==> src/rtl/minmax_tracker_pkg.sv <==
// Shared types for the min/max tracker: FSM state encoding and the
// 2-bit compare codes produced by the sample comparators.
// Imported by minmax_tracker and minmax_tracker_cmp.
package minmax_tracker_pkg;

  localparam int DATA_W = 4;

  typedef enum logic [1:0] {
    IDLE  = 2'd0,
    ACCUM = 2'd1,
    DONE  = 2'd2
  } state_t;

  typedef logic [1:0] cmp_code_t;

  // Compare codes with A as the incoming sample and B as the stored value.
  localparam cmp_code_t CMP_NONE = 2'b00;
  localparam cmp_code_t CMP_EQ   = 2'b01;
  localparam cmp_code_t CMP_GT   = 2'b10;
  localparam cmp_code_t CMP_LT   = 2'b11;

endpackage

==> src/rtl/minmax_tracker_cmp.sv <==
// Purpose: 4-bit unsigned magnitude compare of a against b, as a 2-bit code.
// Latency: combinational, zero cycles.
// Backpressure: none; pure function of its inputs.
// Ports: a, b - unsigned operands; code - CMP_EQ / CMP_GT (a>b) / CMP_LT (a<b).
module minmax_tracker_cmp
  import minmax_tracker_pkg::*;
(
  input  logic [DATA_W-1:0] a,
  input  logic [DATA_W-1:0] b,
  output cmp_code_t         code
);

  always_comb begin
    if (a == b)     code = CMP_EQ;
    else if (a > b) code = CMP_GT;
    else            code = CMP_LT;
  end

endmodule

==> src/rtl/minmax_tracker.sv <==
// Purpose: tracks max, min, sample count and count-of-max over a set of samples.
// Latency: result valid the cycle after the sample carrying in_last is accepted.
// Backpressure: in_ready drops while a result is pending; held until out_ready.
// Ports: clk/rst (sync, active-high); in_valid/in_data/in_last/in_ready sample
//        input handshake; out_valid/out_ready result handshake; out_max,
//        out_min, out_cnt, out_hits registered results (cnt/hits saturate).
module minmax_tracker
  import minmax_tracker_pkg::*;
#(
  parameter int CNT_W = 8
) (
  input  logic              clk,
  input  logic              rst,
  input  logic              in_valid,
  input  logic [DATA_W-1:0] in_data,
  input  logic              in_last,
  output logic              in_ready,
  output logic              out_valid,
  input  logic              out_ready,
  output logic [DATA_W-1:0] out_max,
  output logic [DATA_W-1:0] out_min,
  output logic [CNT_W-1:0]  out_cnt,
  output logic [CNT_W-1:0]  out_hits
);

  state_t            state_q;
  state_t            state_d;
  logic [DATA_W-1:0] max_q;
  logic [DATA_W-1:0] min_q;
  logic [CNT_W-1:0]  cnt_q;
  logic [CNT_W-1:0]  hits_q;
  cmp_code_t         max_code;
  cmp_code_t         min_code;
  logic              accept;

  function automatic logic [CNT_W-1:0] sat_inc(input logic [CNT_W-1:0] v);
    return (&v) ? v : v + 1'b1;
  endfunction

  minmax_tracker_cmp u_cmp_max (
    .a    (in_data),
    .b    (max_q),
    .code (max_code)
  );

  minmax_tracker_cmp u_cmp_min (
    .a    (in_data),
    .b    (min_q),
    .code (min_code)
  );

  assign accept = in_valid & in_ready;

  // State register
  always_ff @(posedge clk) begin
    if (rst) state_q <= IDLE;
    else     state_q <= state_d;
  end

  // Next-state logic
  always_comb begin
    state_d = state_q;
    case (state_q)
      IDLE:    if (accept) state_d = in_last ? DONE : ACCUM;
      ACCUM:   if (accept && in_last) state_d = DONE;
      DONE:    if (out_ready) state_d = IDLE;
      default: state_d = IDLE;
    endcase
  end

  // Handshake outputs decoded from state only, so no in_* -> out_* path.
  always_comb begin
    in_ready  = 1'b0;
    out_valid = 1'b0;
    case (state_q)
      IDLE:    in_ready  = 1'b1;
      ACCUM:   in_ready  = 1'b1;
      DONE:    out_valid = 1'b1;
      default: ;
    endcase
  end

  // Datapath. accept is only possible in IDLE/ACCUM, so DONE holds results.
  always_ff @(posedge clk) begin
    if (rst) begin
      max_q  <= '0;
      min_q  <= '0;
      cnt_q  <= '0;
      hits_q <= '0;
    end else if (accept) begin
      if (state_q == IDLE) begin
        max_q  <= in_data;
        min_q  <= in_data;
        cnt_q  <= CNT_W'(1);
        hits_q <= CNT_W'(1);
      end else if (state_q == ACCUM &&
                   max_code != CMP_NONE && min_code != CMP_NONE) begin
        // A NONE code would mean a broken comparator; freeze rather than guess.
        cnt_q <= sat_inc(cnt_q);
        case (max_code)
          CMP_GT: begin
            max_q  <= in_data;
            hits_q <= CNT_W'(1);
          end
          CMP_EQ:  hits_q <= sat_inc(hits_q);
          default: ;
        endcase
        if (min_code == CMP_LT) min_q <= in_data;
      end
    end
  end

  assign out_max  = max_q;
  assign out_min  = min_q;
  assign out_cnt  = cnt_q;
  assign out_hits = hits_q;

endmodule

==> config.mk <==
export PLATFORM = sky130hd
export DESIGN_NAME = minmax_tracker
export DESIGN_NICKNAME = d
export VERILOG_FILES = /design/src/rtl/minmax_tracker_pkg.sv /design/src/rtl/minmax_tracker_cmp.sv /design/src/rtl/minmax_tracker.sv
export SDC_FILE = /design/constraint.sdc
export NUM_CORES = 1
export LEC_CHECK = 0
export CAP_MARGIN = 10
export CELL_PAD_IN_SITES_DETAIL_PLACEMENT = 1
export CELL_PAD_IN_SITES_GLOBAL_PLACEMENT = 1
export CORE_MARGIN = 2
export CORE_UTILIZATION = 39
export CTS_CLUSTER_SIZE = 14
export DETAILED_ROUTE_END_ITERATION = 10
export PLACE_DENSITY_LB_ADDON = 0.1
export RECOVER_POWER = 50
export SYNTH_ARGS = -nofsm -noshare
export SYNTH_HDL_FRONTEND = slang
export SYNTH_SLANG_ARGS = --single-unit
==> constraint.sdc <==
create_clock -name clk -period 4.9 [get_ports clk]
set_input_delay 1.47 -clock clk [delete_from_list [all_inputs] [get_ports clk]]
set_output_delay 1.47 -clock clk [all_outputs]
set_load 0.1 [all_outputs]
==> reports/results.tsv, run 1 <==
stage	metric	value	unit
yosys	Post-Synth Simple-Gate Area	0.2300	
yosys	multiplexer share of the synthesized area	0.06272	
clock_tree	Clock Pin Slew Worst Setup and Hold Paths	0.09	ns
route	drt first pass iters	4	
critical_path	crit path DAT	2.09	ns
floorplan	Die X-Extent	64.69	µm
yosys	cell accounting for the most synthesized area	dfxtp_1	
sta	Hold Slack	0.5312	ns
clock_tree	post-CTS sizing	0	
clock_tree	CTS Buf Count	3	
finish	synthesis-to-finish area growth	29.44	%
floorplan	Chip Height	64.69	µm
floorplan	Cell Rows	22	
route	DR iter-0 viols	51	
power_and_ir_drop	clock network fraction of total power	0.335	
critical_path	worst-path maximum fanout	6	
yosys	Syn Inst Count	155	
sta	Period Utilization, post-route	0.7272	
global_route	vias in the first global route	1239	
finish	Util after Layout	0.5156	
clock_tree	hold_buf cts	0	
global_route	total track usage	0.1787	
yosys	Post-Synth Adder-Cell Area	0.08711	
yosys	Syn Nets	174	
sta	RSZ-0062 raised after global routing	false	
yosys	Compound-Gate Fraction of Synth Area	0.1794	
clock_tree	clock buffer depth	2	
finish	Fill cells	428	
yosys	post-synthesis sequential area ratio	0.3624	
route	vias	1247	
finish	Final #Nets	210	
yosys	Async S/R FF share, synth	0	
yosys	Synth Register Bits	26	
floorplan	Die Area	0.004184	mm²
sta	final hold violation count	0	
job	Max Cap Viol	0	
placed_design	Placer Congestion	0.7677	
yosys	YS warnings	0	
global_route	largest net degree at the start of global routing	24	
route	WL/cell	14.40	µm
power_and_ir_drop	Internal Pwr Total	0.3653	mW
global_route	antenna violations before repair	0	
floorplan	# IOs	35	
finish	diodes inserted	0	
yosys	ys flop type	dfxtp_1	
run_status	outcome	complete, no violations	
floorplan	Initial Util	0.3983	
route	post-DR vias/cell	5.239	
min_path	hold crit path type	reg2reg	
yosys	largest family of logic cells by synthesized area	simple AND/OR/NAND/NOR gates	
sta	Fmax achieved	280.6	MHz
clock_tree	clock root cell	clkbuf_8	
critical_path	Worst EP required	3.43	ns
power_and_ir_drop	Comb pwr share	0.238	
critical_path	Crit. End Element	output pin	
power_and_ir_drop	Sw Pwr	0.1671	mW
sta	Setup violations, final	0	
global_route	total grt overflow	0	
power_and_ir_drop	pwr/cell area	286.4	mW/mm²
yosys	Post-Synthesis Cell Area	0.001436	mm²
sta	fin. max-slew vios	0	
clock_tree	insertion delay to the later sink of the worst-skew pair	0.27	ns
clock_tree	clock sink total	26	
clock_tree	H-Tree Depth	1	
critical_path	Setup Crit Path Kind	reg2out	
route	DRC viols	0	
yosys	ranking of synthesized cells by area	dfxtp_1 36%, ha_1 8.7%, mux2i_1 6.3%	
yosys	xor and xnor area share after synthesis	0.03659	
route	Post-DRT Antenna Nets	0	
clock_tree	CTS tree	built	
finish	share of post-route cells with drive strength above 1	0.06842	
sta	clk_skew	0.003686	ns
route	Routed WL	3428	µm
placed_design	Final HPWL DP	2657	µm
sta	setup_tns	0	ns
sta	worst-margin pin slew	0.9765	ns
global_route	first-pass GRT wire length	5947	µm
yosys	top-area cell type share of the netlist area	0.3624	
yosys	Mean Syn Cell Area	9.267	µm²
yosys	EDFF count, synth	0	
yosys	synth unique cells	45	
critical_path	startpoint types	register	
power_and_ir_drop	Leakage Power	0.7524	nW
floorplan	Core Region	0.003606	mm²
power_and_ir_drop	sequential share of power	0.427	
sta	post-route minimum period	3.563	ns
power_and_ir_drop	Switching Share	0.3139	
clock_tree	setup bufs post-CTS	0	
placed_design	# port buffers	34	
power_and_ir_drop	Max VDD drop	0.1901	mV
sta	Slew headroom	0.3468	
==> power groups by stage <==
stage	clock [mW]	sequential (mW)	combinational, mW
final	0.178	0.227	0.127
after global routing	0.194	0.229	0.137
after CTS	0.187	0.227	0.131
after detailed placement	0	0.232	0.130
after global placement	0	0.232	0.128
after floorplan	0	0.276	0.0534
==> metrics by stage <==
stage / area, µm² / total power [mW] / setup WS [ns] / cells
5_1_grt: 1859 / 0.5605 / 1.226 / 238
3_3_place_gp: 1810 / 0.3601 / 1.374 / 234
3_5_place_dp: 1810 / 0.3627 / 1.318 / 234
2_1_floorplan: 1436 / 0.3292 / 1.224 / 155
4_1_cts: 1882 / 0.5462 / 1.311 / 238
6_report: 1859 / 0.5324 / 1.337 / 238
==> layout by cell type (no fill, tap or decap), types with 2 or more instances in the layout <==
| cell | instances |
|---|---|
| nand2_1 | 5 |
| nand3_1 | 6 |
| nor2_1 | 24 |
| clkbuf_8 | 3 |
| and3_1 | 4 |
| mux2i_1 | 9 |
| nor2b_1 | 3 |
| a21o_1 | 3 |
| o31ai_1 | 2 |
| a221o_1 | 2 |
| xor2_1 | 6 |
| dfxtp_1 | 26 |
| inv_1 | 9 |
| o21ai_0 | 3 |
| a21oi_1 | 5 |
| ha_1 | 10 |
| and3_2 | 2 |
| clkdlybuf4s50_1 | 25 |
| a211oi_1 | 2 |
| nand4_1 | 4 |
| a41oi_1 | 3 |
| dlygate4sd3_1 | 9 |
| nand2b_1 | 3 |
==> cells in the mapped netlist, drive strengths merged (2+ instances only) <==
master,number
a31oi,2
nand2b,3
buf,2
mux2i,9
a221o,3
o21ai,3
inv,9
a21oi,6
a21o,3
and3,6
o31ai,2
nand2,5
nand4,5
dfxtp,26
and2,2
nor2,24
nor2b,3
ha,10
nand3,6
or2,2
xor2,6
a211oi,3
a41oi,3
==> cells by family (layout without fill, tap and decap cells) <==
kind of cell | count (synthesis) | count (layout)
DFF | 26 | 26
buffers and inverters | 12 | 47
muxes | 9 | 9
xor gates and xnor gates | 6 | 6
AOI/OAI and AO/OA | 30 | 30
and+or+nand+nor | 62 | 62
adders and majority gates | 10 | 10
==> per-layer routing <==
metal  global-route usage  wire, µm  vias up  part of all wire
met5                    0         0        -                 0
met3              0.02604       108        2             0.032
met1               0.2259      1532      594              0.45
met2               0.3164      1771       20              0.52
li1                     -         -      631                 -
met4              0.04787        17        0            0.0050
==> worst max-delay path, stage by stage (launching register included) <==
cell             delay (ns)
dfxtp_1                0.41
inv_1                  0.08
nor2_1                 0.16
clkdlybuf4s50_1        1.17
==> sequential cells by signal, indices dropped and copies added (netlist names) <==
name and cells:
out_min 4, out_hits 8, out_cnt 8, out_max 4
state_q 2
==> area by class of cell <==
| cell class | count | area (µm²) | share of cell area |
|---|---|---|---|
| Timing Repair Buffer | 34 | 340.3 | 0.1830 |
| Sequential cell | 26 | 520.5 | 0.2799 |
| Tap cell | 48 | 60.06 | 0.03230 |
| Inverter | 9 | 33.78 | 0.01817 |
| Multi-Input combinational cell | 117 | 833.3 | 0.4482 |
| Clock inverter | 1 | 30.03 | 0.01615 |
| Clock buffer | 3 | 41.29 | 0.02221 |
==> worst paths after layout <==
| kind | startpoint | to | depth (start not counted) | slack [ns] |
|---|---|---|---|---|
| hold reg to reg | out_min[1] | out_min[1] | 2 | 0.53 |
| setup reg to reg | out_max[2] | out_hits[3] | 7 | 2.91 |
| setup / recovery | state_q[1] | out_valid | 3 | 1.34 |
| hold / removal | out_min[1] | out_min[1] | 2 | 0.53 |
(Power assumes the default switching activity.)
==> inputs of run 2 (changes only) <==
Settings changed: CORE_UTILIZATION 39 to 33.
Clock period 4.9 ns to 3 ns, I/O delays scaled along.
==> run 2 against run 1 <==
Worst setup slack worse by 1.0 ns. Design area is 4.6% lower. First-iteration DRC count is 47% lower. Clock skew is 0.0020 ns lower. Largest power group unchanged.
==> reports/results.tsv, run 2 (synthesized netlist as in run 1, its figures left out) <==
stage	metric	value	unit
run_status	outcome	complete, no violations	
route	Routed WL	3595	µm
floorplan	Initial Util	0.3515	
global_route	total track usage	0.1504	
finish	Fill cells	503	
route	DR iter-0 viols	27	
finish	Finished Layout Cells	246	
finish	commonest non-fill, non-tap cells in the layout	26 x dfxtp_1, 25 x clkbuf_1, 23 x nor2_1, 10 x ha_1	
global_route	largest net degree at the start of global routing	19	
floorplan	Cell Rows	23	
critical_path	critical-path cell list	clkdlybuf4s50_1, inv_1, ha_1, and4_2, nor2_1, a31oi_4, a21oi_2, a221o_2	
power_and_ir_drop	total power	0.8761	mW
placed_design	Placer Congestion	0.7493	
placed_design	dpl cells	242	
sta	fin. max-slew vios	0	
critical_path	Worst EP required	3.17	ns
global_route	total grt overflow	0	
floorplan	# IOs	35	
sta	setup_tns	0	ns
critical_path	Critical Path Slowest Stage Cell	clkdlybuf4s50_1	
critical_path	Critical Path Max Stage Delay	0.51	ns
clock_tree	clock root cell	clkbuf_8	
clock_tree	H-Tree Depth	1	
power_and_ir_drop	Leakage Power	0.7140	nW
clock_tree	clock sink total	26	
finish	Final #Nets	216	
clock_tree	Clock Pin Slew Worst Setup and Hold Paths	0.10	ns
sta	Fmax achieved	374.1	MHz
route	DRC viols	0	
finish	design area	0.001773	mm²
clock_tree	insertion delay to the later sink of the worst-skew pair	0.28	ns
clock_tree	clock buffer depth	2	
critical_path	worst-path maximum fanout	7	
sta	Period Utilization, post-route	0.8910	
critical_path	crit path DAT	2.85	ns
finish	area occupied by multi-input gates	858.3	µm²
critical_path	startpoint types	input pin	
critical_path	FF-to-FF path depth	7	
sta	final hold violation count	0	
finish	share of post-route cells with drive strength above 1	0.1224	
placed_design	Final HPWL DP	2852	µm
min_path	Hold Crit Start	out_min[1]	
power_and_ir_drop	Max VDD drop	0.2251	mV
floorplan	Die Area	0.004897	mm²
min_path	Hold EP	out_min[1]	
critical_path	Reg2Reg Setup Slack	1.07	ns
clock_tree	CTS tree	built	
critical_path	Crit. End Element	register	
placed_design	Post-DP Area	0.001795	mm²
placed_design	# port buffers	34	
min_path	Hold Path Cell Cnt	2	
critical_path	terminus of the critical flop-to-flop path	out_hits[3]	
clock_tree	CTS Buf Count	3	
finish	Sequential Area	520.5	µm²
sta	post-route minimum period	2.673	ns
finish	commonest non-fill, non-tap cell in the layout	dfxtp_1	
route	vias	1301	
critical_path	Setup Crit Path Kind	in2reg	
power_and_ir_drop	pwr/cell area	494.2	mW/mm²
sta	RSZ-0062 raised after global routing	false	
route	Post-DRT Antenna Nets	0	
min_path	hold crit path type	reg2reg	
finish	diodes inserted	0	
route	WL/cell	14.61	µm
global_route	antenna violations before repair	0	
floorplan	Die X-Extent	69.98	µm
critical_path	Reg-to-Reg Start	out_max[1]	
sta	worst-margin pin slew	1.171	ns
finish	synthesis-to-finish area growth	23.43	%
floorplan	Chip Height	69.98	µm
route	post-DR vias/cell	5.289	
clock_tree	post-CTS sizing	0	
global_route	vias in the first global route	1319	
job	Max Cap Viol	0	
sta	clk_skew	0.001729	ns
clock_tree	hold_buf cts	0	
floorplan	Core Region	0.004086	mm²
sta	Slew headroom	0.2228	
global_route	first-pass GRT wire length	5947	µm
clock_tree	setup bufs post-CTS	0	
sta	Setup violations, final	0	
route	drt first pass iters	4	
==> run 2: changes by cell type in the layout (fill, tap and decap cells not counted), moves of 7 or more <==
cell             change
clkbuf_1            +25
clkdlybuf4s50_1     -18
dlygate4sd3_1        -8
buf_4                +7
==> run 2: metrics by stage <==
step           worst slack, ns  hold WS, ns    util
2_1_floorplan           0.3590       0.4736       -
3_3_place_gp            0.1035       0.5072  0.4394
3_5_place_dp           0.01423       0.5256  0.4394
4_1_cts                 0.3240       0.5450  0.4568
5_1_grt                 0.2310       0.5776  0.4339
6_report                0.3269       0.5368  0.4339
==> run 2: critical path, delay by kind of cell <==
family,cells,cell delay [ns]
adder cells (fa/ha/maj),1,0.27
AND/OR/NAND/NOR,2,0.33
buffers and inverters,2,0.59
AO/OA/AOI/OAI,3,0.77
==> run 2: layer usage <==
metal / share of wire / vias to the layer above / GRT usage
li1: - / 643 / -
met1: 0.43 / 625 / 0.1674
met2: 0.51 / 26 / 0.2751
met3: 0.041 / 7 / 0.03463
met4: 0.018 / 0 / 0.05769
met5: 0 / - / 0
==> run 2: how the worst max path moves through the flow <==
stage | start | endpoint | slack [ns] | cells past startpoint
3_5_place_dp | in_data[0] | out_hits[3] | 0.01 | 8
5_1_grt | in_data[0] | out_hits[3] | 0.23 | 8
2_1_floorplan | state_q[1] | out_valid | 0.36 | 2
3_3_place_gp | in_data[0] | out_hits[3] | 0.10 | 8
4_1_cts | in_data[0] | out_hits[3] | 0.32 | 8
6_report | in_data[0] | out_hits[3] | 0.33 | 8
==> run 2: layout make-up <==
| class | instances | area share |
|---|---|---|
| repair buffers | 40 | 0.1277 |
| multi-input cells | 117 | 0.4841 |
| inverters | 9 | 0.01905 |
| clock buffers | 3 | 0.02329 |
| clock inverters | 1 | 0.01694 |
| well taps | 50 | 0.03529 |
| flip-flops and latches | 26 | 0.2936 |
==> run 2: where the power goes <==
group	total [mW]	internal, mW	switching [mW]	leakage (nW)
sequential	0.372	0.357	0.0146	0.212
clock	0.300	0.179	0.121	0.0357
combinational	0.204	0.0557	0.148	0.467
total	0.876	0.592	0.284	0.714
